<file path="src/rtl/vga_pkg.sv">
// Shared pixel-format definitions for the VGA pixel input path.
// Channel k of a pixel word sits at bits [k*CH_WIDTH +: CH_WIDTH].
package vga_pkg;

  localparam int CHANNELS   = 3;
  localparam int CH_WIDTH   = 4;
  localparam int DATA_WIDTH = CHANNELS * CH_WIDTH;

  typedef logic [DATA_WIDTH-1:0] pixel_t;

  typedef enum logic {MODE_RGB, MODE_GREY} vga_mode_e;

  localparam logic [CH_WIDTH-1:0] BLANK     = '0;
  localparam pixel_t              BLANK_PIX = {CHANNELS{BLANK}};

endpackage

</file>
<file path="src/rtl/vga_sync_fifo.sv">
// Single-clock FIFO with wrap-bit pointers and a synchronous flush.
// The head word is presented combinationally on rdata.
module vga_sync_fifo #(
  parameter int WIDTH = 12,
  parameter int DEPTH = 16
) (
  input  logic                       clk,
  input  logic                       rst_n,
  input  logic                       flush,
  input  logic                       push,
  input  logic [WIDTH-1:0]           wdata,
  input  logic                       pop,
  output logic [WIDTH-1:0]           rdata,
  output logic                       full,
  output logic                       empty,
  output logic [$clog2(DEPTH+1)-1:0] level
);

  localparam int AW = $clog2(DEPTH);

  logic [WIDTH-1:0] mem_q [DEPTH];
  logic [AW:0]      wr_q, wr_d;
  logic [AW:0]      rd_q, rd_d;

  assign empty = (wr_q == rd_q);
  assign full  = (wr_q[AW] != rd_q[AW]) && (wr_q[AW-1:0] == rd_q[AW-1:0]);
  assign level = wr_q - rd_q;
  assign rdata = mem_q[rd_q[AW-1:0]];

  // Flush wins over any push/pop issued in the same cycle.
  always_comb begin
    wr_d = wr_q;
    rd_d = rd_q;
    if (flush) begin
      wr_d = '0;
      rd_d = '0;
    end else begin
      if (push && !full)  wr_d = wr_q + 1'b1;
      if (pop  && !empty) rd_d = rd_q + 1'b1;
    end
  end

  always_ff @(posedge clk or negedge rst_n) begin
    if (!rst_n) begin
      wr_q <= '0;
      rd_q <= '0;
    end else begin
      wr_q <= wr_d;
      rd_q <= rd_d;
    end
  end

  // Storage carries data only; occupancy is tracked by the pointers.
  always_ff @(posedge clk) begin
    if (push && !full && !flush) mem_q[wr_q[AW-1:0]] <= wdata;
  end

endmodule

</file>
<file path="src/rtl/vga_pixel_stream_in.sv">
// Buffers incoming pixels and releases one per timing request, inserting
// blank pixels on underflow; each frame start flushes and latches the mode.
module vga_pixel_stream_in
  import vga_pkg::*;
#(
  parameter int DEPTH     = 16,
  parameter int CNT_WIDTH = 16
) (
  input  logic                       clk,
  input  logic                       rst_n,
  input  logic [DATA_WIDTH-1:0]      in_data,
  input  logic                       in_valid,
  output logic                       in_ready,
  input  logic                       pix_req,
  input  logic                       frame_start,
  input  logic                       mode,
  output logic [DATA_WIDTH-1:0]      rgb_out,
  output logic                       rgb_valid,
  output logic [$clog2(DEPTH+1)-1:0] level,
  output logic                       underflow,
  output logic [CNT_WIDTH-1:0]       underflow_cnt
);

  function automatic pixel_t fmt_pixel(input pixel_t p, input vga_mode_e m);
    pixel_t r;
    r = p;
    if (m == MODE_GREY) begin
      for (int k = 0; k < CHANNELS; k++) r[k*CH_WIDTH +: CH_WIDTH] = p[CH_WIDTH-1:0];
    end
    return r;
  endfunction

  logic      fifo_full, fifo_empty, push, pop;
  pixel_t    head;
  vga_mode_e mode_q, mode_d;
  pixel_t    rgb_q, rgb_d;
  logic      vld_q, vld_d;
  logic      unf_q, unf_d;
  logic      rdy_en_q;
  logic [CNT_WIDTH-1:0] cnt_q, cnt_d;

  // rdy_en_q keeps the producer stalled until the first edge after reset.
  assign in_ready = rdy_en_q && !fifo_full && !frame_start;
  assign push     = in_valid && in_ready;
  assign pop      = pix_req && !fifo_empty && !frame_start;

  vga_sync_fifo #(
    .WIDTH (DATA_WIDTH),
    .DEPTH (DEPTH)
  ) u_fifo (
    .clk   (clk),
    .rst_n (rst_n),
    .flush (frame_start),
    .push  (push),
    .wdata (in_data),
    .pop   (pop),
    .rdata (head),
    .full  (fifo_full),
    .empty (fifo_empty),
    .level (level)
  );

  always_comb begin
    mode_d = mode_q;
    rgb_d  = rgb_q;
    vld_d  = 1'b0;
    unf_d  = unf_q;
    cnt_d  = cnt_q;
    if (frame_start) begin
      mode_d = vga_mode_e'(mode);
      rgb_d  = BLANK_PIX;
      unf_d  = 1'b0;
    end else if (pix_req) begin
      if (!fifo_empty) begin
        rgb_d = fmt_pixel(head, mode_q);
        vld_d = 1'b1;
      end else begin
        rgb_d = BLANK_PIX;
        unf_d = 1'b1;
        if (cnt_q != '1) cnt_d = cnt_q + 1'b1;
      end
    end
  end

  always_ff @(posedge clk or negedge rst_n) begin
    if (!rst_n) begin
      mode_q   <= MODE_RGB;
      rgb_q    <= BLANK_PIX;
      vld_q    <= 1'b0;
      unf_q    <= 1'b0;
      cnt_q    <= '0;
      rdy_en_q <= 1'b0;
    end else begin
      mode_q   <= mode_d;
      rgb_q    <= rgb_d;
      vld_q    <= vld_d;
      unf_q    <= unf_d;
      cnt_q    <= cnt_d;
      rdy_en_q <= 1'b1;
    end
  end

  assign rgb_out       = rgb_q;
  assign rgb_valid     = vld_q;
  assign underflow     = unf_q;
  assign underflow_cnt = cnt_q;

endmodule

</file>
<file path="config.mk">
export PLATFORM = sky130hd
export DESIGN_NAME = vga_pixel_stream_in
export DESIGN_NICKNAME = d
export VERILOG_FILES = /design/src/rtl/vga_pkg.sv /design/src/rtl/vga_sync_fifo.sv /design/src/rtl/vga_pixel_stream_in.sv
export SDC_FILE = /design/constraint.sdc
export NUM_CORES = 1
export LEC_CHECK = 0
export ABC_AREA = 1
export BUFFER_PORTS_ARGS = -buffer_cell sky130_fd_sc_hd__buf_2
export CAP_MARGIN = 15
export CORE_MARGIN = 2
export CORE_UTILIZATION = 45
export CTS_CLUSTER_SIZE = 16
export DETAILED_ROUTE_END_ITERATION = 12
export HOLD_SLACK_MARGIN = 0.12
export SLEW_MARGIN = 20
export SYNTH_ARGS = -nofsm -noshare
export SYNTH_HDL_FRONTEND = slang
export SYNTH_SLANG_ARGS = --single-unit
</file>
<file path="constraint.sdc">
create_clock -name clk -period 3.94 [get_ports clk]
set_clock_uncertainty 0.15 [all_clocks]
set_input_delay 0.394 -clock clk [delete_from_list [all_inputs] [get_ports clk]]
set_output_delay 0.394 -clock clk [all_outputs]
set_load 0.02 [all_outputs]
</file>
# == Yosys cells after proc, flatten, opt, wreduce, memory -nomap -nowiden ==
# Memories as Yosys holds them, arrays and structs flattened.
# Index checks and enable logic that the tools add are counted.
# word_totals
reg_bits,42
ram_bits,192
in_bits,18
out_inout_bits,36
wordCells,52
n_memories,1
# memory_table
memory,depth,word_bits,read_ports,rd_clocked_by_memory_dff,wr,line,source
u_fifo.mem_q,16,12,1,0,1,vga_sync_fifo.sv:21,logic [WIDTH-1:0] mem_q [DEPTH];
# classes
add_sub_neg,4
eq_ne,4
mux,16
bitwise_logic,1
reduce_logical,18
# op_table
op,count
12-bit 2-to-1 mux,4
5-bit 2-to-1 mux,4
"16-bit by 1-bit adder with 16-bit output, second input constant",1
"16-bit != test, second input constant",1
"5-bit by 1-bit adder with 5-bit output, second input constant",2
1-bit logical AND,9
1-bit 2-to-1 mux,8
2-bit nonzero test,4
5-bit == test,1
5-bit subtractor,1
4-bit == test,1
4-bit AND reduction,1
1-bit zero test,3
2-bit AND reduction,1
1-bit != test,1
1-bit NOT,1

# == Logic depth before layout (Yosys ltp) ==
# depth
ltp_word,10
depth_mapped,15
ltp_nobuf,13

# == Modules after synthesis ==
# A second synthesis with hierarchy kept.
# hier_totals
hier_cells,1190
area_unflattened_um2,11016.8
# by_module_without_submodules
mod,instances,cells_each,area_per_inst_um2
vga_sync_fifo,1,964,9313.9
vga_pixel_stream_in,1,226,1702.9

# == Least setup slack after synthesis ==
# No wires, ideal clock.
# synth_path
kind,reg-to-reg
startpoint,reg u_fifo.rd_q[3]
endpoint,"mem u_fifo.mem_q[4][0], enable pin"
setup_time_ns,0.380
arrival_time_ns,2.308
t_required_ns,3.410
slack_ns,1.102
path_stages_with_launch,13
n_path_buf,1
period_less_slack_ns,2.838
path_cell_list,dfrtp_1 -> inv_1 -> buf_1 -> ha_1 -> nand2_2 -> nor2_4 -> inv_1 -> nor2_1 -> nor2_1 -> nand3_2 -> inv_2 -> nand2_1 -> nor2_1
# synth_via
elab_chain_len,10
# synth_lines
element,line,source
from (decl),vga_sync_fifo.sv:23,"logic [AW:0] rd_q, rd_d;"
from (signal assigned),vga_sync_fifo.sv:49,rd_q <= rd_d;
4-bit == test *,vga_sync_fifo.sv:26,assign full = (wr_q[AW] != rd_q[AW]) && (wr_q[AW-1:0] == rd_q[AW-1:0]);
1-bit logical AND *,vga_sync_fifo.sv:26,
1-bit zero test *,"vga_sync_fifo.sv:55, vga_pixel_stream_in.sv:43",
1-bit logical AND (2 in series),vga_pixel_stream_in.sv:43,assign in_ready = rdy_en_q && !fifo_full && !frame_start;
1-bit logical AND,vga_pixel_stream_in.sv:44,assign push = in_valid && in_ready;
1-bit logical AND * (2 in series),vga_sync_fifo.sv:55,if (push && !full && !flush) mem_q[wr_q[AW-1:0]] <= wdata;
1-bit 2-to-1 mux *,vga_sync_fifo.sv:55,
1-bit 2-to-1 mux (not written as such) *,vga_sync_fifo.sv:55,
to (decl),vga_sync_fifo.sv:21,
# Every way passes the cells marked *; elsewhere a longest branch is shown, timed or not.

# == Final worst setup path ==
# layout_path
startpoint,reg u_fifo.rd_q[3]
endpoint,out level[4]
# layout_via
elab_chain_len,1
# layout_lines
element,line,source
5-bit subtractor,vga_sync_fifo.sv:27,assign level = wr_q - rd_q;
to (decl),vga_pixel_stream_in.sv:19,"output logic [$clog2(DEPTH+1)-1:0] level,"
# No other way between the ends.

==> key figures <==
Timing
  • RSZ-0062 raised after global routing: no
  • Endpoints failing setup: 0
  • FMAX: between 0.3 and 0.4 GHz
  • Final TNS setup: 0 ns
  • Min cycle time layout: 3.18 ns
  • Fin. max-slew vios: 0
  • Slew headroom: 0.362
  • Final hold viol count: 0
  • Fin crit share: 0.808
  • Worst Max-Slew Pin Slew: 0.956 ns

Setup path
  • Critical path's slowest cell: dfrtp_1
  • CP Capture Type: output pin
  • R2R depth: 12
  • CP max FO: 15
  • CP Launch Type: flop
  • Slowest stage delay, CP: about 0.58 ns
  • Crit Path Class: reg2out
  • CP Cell Sequence: inv_1 > ha_1 > nand2_2 > o21ai_0 > xor2_1 > buf_2
  • Req. time, crit path: roughly 3.4 ns
  • Crit path DAT: ~2.6 ns
  • CP startpoint: u_fifo.rd_q[3]
  • RR Startpoint: u_fifo.rd_q[3]

Detailed routing
  • DR WL/cell: ~17 microns
  • Via density: 4.93
  • Detailed Route WL: approximately 25,000 microns
  • Initial drt markers: 640
  • TritonRoute pass-1 iters: 5
  • DRC: 0
  • Via count: just over 7,000
  • DRT antenna net count: 0

Clock tree
  • Post-CTS sizing: 0
  • Total CTS buffers: 25
  • Clock tree sinks: between 200 and 250
  • Post-CTS setup repair buffer count: 0
  • Htree depth: 1
  • Root Driver: clkbuf_16
  • Worst-path clk slew: about 0.06 ns
  • CTS tree: yes
  • Clk Latency, worst-skew pair: roughly 0.54 ns
  • Clock buffer depth: 3
  • Hold-fix buffers, CTS: 6

Die
  • # IOs: between 50 and 60
  • Core area: between 0.02 and 0.025 sq mm
  • Die ar.: between 0.02 and 0.025 sq mm
  • Initial core utilization: 0.454
  • Die W: approximately 160 microns
  • Die height: 157 microns
  • Site row count: 56

Power
  • Leak pwr: between 5 and 6 nW
  • Peak supply drop: 336 uV
  • Power, Total: between 5 and 6 mW
  • P per Cell Area: about 500 mW/mm^2

Outcome
  • Outcome: complete, no violations

Placement
  • GPL Wtd Cong: between 0.9 and 1
  • DPL Wire Length: roughly 16,000 microns
  • Placed cell count: around 1,400
  • Port Buffers: 53

Global routing
  • Largest net degree at the start of global routing: 63
  • Vias in the first global route: 6,733
  • GRT Residual Overflow: 0
  • GRT Util Overall: 0.208
  • Global-route wire length before repair: around 38,000 microns
  • Initial antenna violation count: 0

Layout
  • Final net count: roughly 1,100
  • Area Growth Syn to Fin: 13.7%
  • Most common cell after layout, fill and taps aside: nand2_1
  • Share of layout cells above drive strength 1: 0.129
  • Non-Filler Instances: approximately 1,500
  • Ant diodes: 0
  • Most frequent cells in the layout: nand2_1, edfxtp_1, inv_1, nand3_1, buf_2

Synthesis
  • Seq/Total Area, Yosys: 0.646
  • Post-Synthesis Net Count: approximately 1,100
  • Synthesized netlist cell count: between 1,000 and 1,500
  • Synth area leaders: edfxtp_1, nand2_1, dfrtp_1, nand3_1, inv_1
  • Leading area contributor after synthesis: edfxtp_1
  • Yosys warning total: 0
  • Post-synth top area share: 0.546
  • Synthesized area: roughly 0.011 sq mm
  • Syn Area/Cell: ~10 sq um
  • Register bit total from synthesis: ~230
  • Synth cell types: 40

Run
  • MaxCap Viol Count: 0

Min path
  • Hold Crit Class: in2reg
  • Hold_sp: in_data[1]
  • Hold depth: 1
## state kept, by name, indices dropped and copies added (netlist names)
signal and flops:
mode_q 1, rdy_en_q 1, rgb_out 12, rgb_valid 1, u_fifo.mem_q 192, u_fifo.rd_q 5
u_fifo.wr_q 5, underflow 1, underflow_cnt 16
## layout make-up
class	count	area [sq um]
multi-input combinational	619	2910
sequential	234	6820
fill	2142	11300
tap	319	399
timing repair buffer	81	490
inverter	157	593
clock buffer	34	691
clock inverter	11	96.3
## cell usage after synthesis
library cell,number
a21o_2,1
a21oi_1,3
a22o_1,4
buf_1,3
buf_2,24
buf_4,3
buf_6,5
clkbuf_1,7
clkinv_1,1
clkinv_2,1
conb_1,1
dfrtp_1,42
edfxtp_1,192
fa_1,1
ha_1,10
inv_1,148
inv_2,6
inv_4,1
nand2_1,361
nand2_2,8
nand2_4,1
nand3_1,145
nand3_2,4
nand4_1,1
nor2_1,27
nor2_2,4
nor2_4,1
nor2_8,1
nor3_1,9
nor3_2,1
nor3_4,1
nor4_2,1
o21ai_0,9
o21ai_1,4
o22ai_1,1
o31ai_1,1
xnor2_1,6
xnor2_2,2
xor2_1,10
xor2_2,1
## where the power goes
group	internal, mW	total [mW]	switching [mW]
combinational	0.261	0.915	0.654
sequential	2.74	2.83	0.0891
clock	1.30	2.24	0.942
## cell families (layout without fill, tap and decap cells)
| logic type | after synthesis | after routing | share of synthesized area |
|---|---|---|---|
| xor+xnor | 19 | 19 | 0.0179 |
| other cells | 1 | 1 | 0.000355 |
| simple gates | 565 | 565 | 0.230 |
| buf+inv | 199 | 283 | 0.0786 |
| compound gates | 23 | 23 | 0.0130 |
| fa+ha+maj | 11 | 11 | 0.0138 |
| flops | 234 | 234 | 0.646 |
## per-layer routing
layer  GRT usage  wire length (microns)  up-vias
met5           0                      0        -
met1       0.282                  11000     3423
met4      0.0732                    871        0
li1            -                      -     3517
met2       0.348                  12000      183
met3      0.0264                   1110       49
## critical path: cells and delay by family, from the launching register on
kind / cells / cell delay (ns)
simple gates: 1 / 0.09
xor+xnor: 1 / 0.21
flops: 1 / 0.58
compound gates: 1 / 0.22
fa+ha+maj: 1 / 0.46
buf+inv: 2 / 0.55
## final timing paths
kind / end / slack [ns]
max: level[4] / 0.76
min: u_fifo.mem_q[4][1] / 0.15
max reg2reg: u_fifo.mem_q[12][8] / 0.91
min reg2reg: rgb_out[11] / 0.32
max in group asynchronous: u_fifo.rd_q[0] / 2.53
min in group asynchronous: u_fifo.wr_q[3] / 0.41
## metrics by stage
stage	utilization	hold WS, ns	area [sq um]	worst slack (ns)
2_1_floorplan	-	-0.0516	10600	1.10
3_3_place_gp	0.479	0.309	11100	0.979
3_5_place_dp	0.479	0.310	11100	0.979
4_1_cts	0.516	0.135	12000	0.740
5_1_grt	0.516	0.146	12000	0.529
6_report	0.516	0.150	12000	0.755
(Power assumes the default switching activity.)
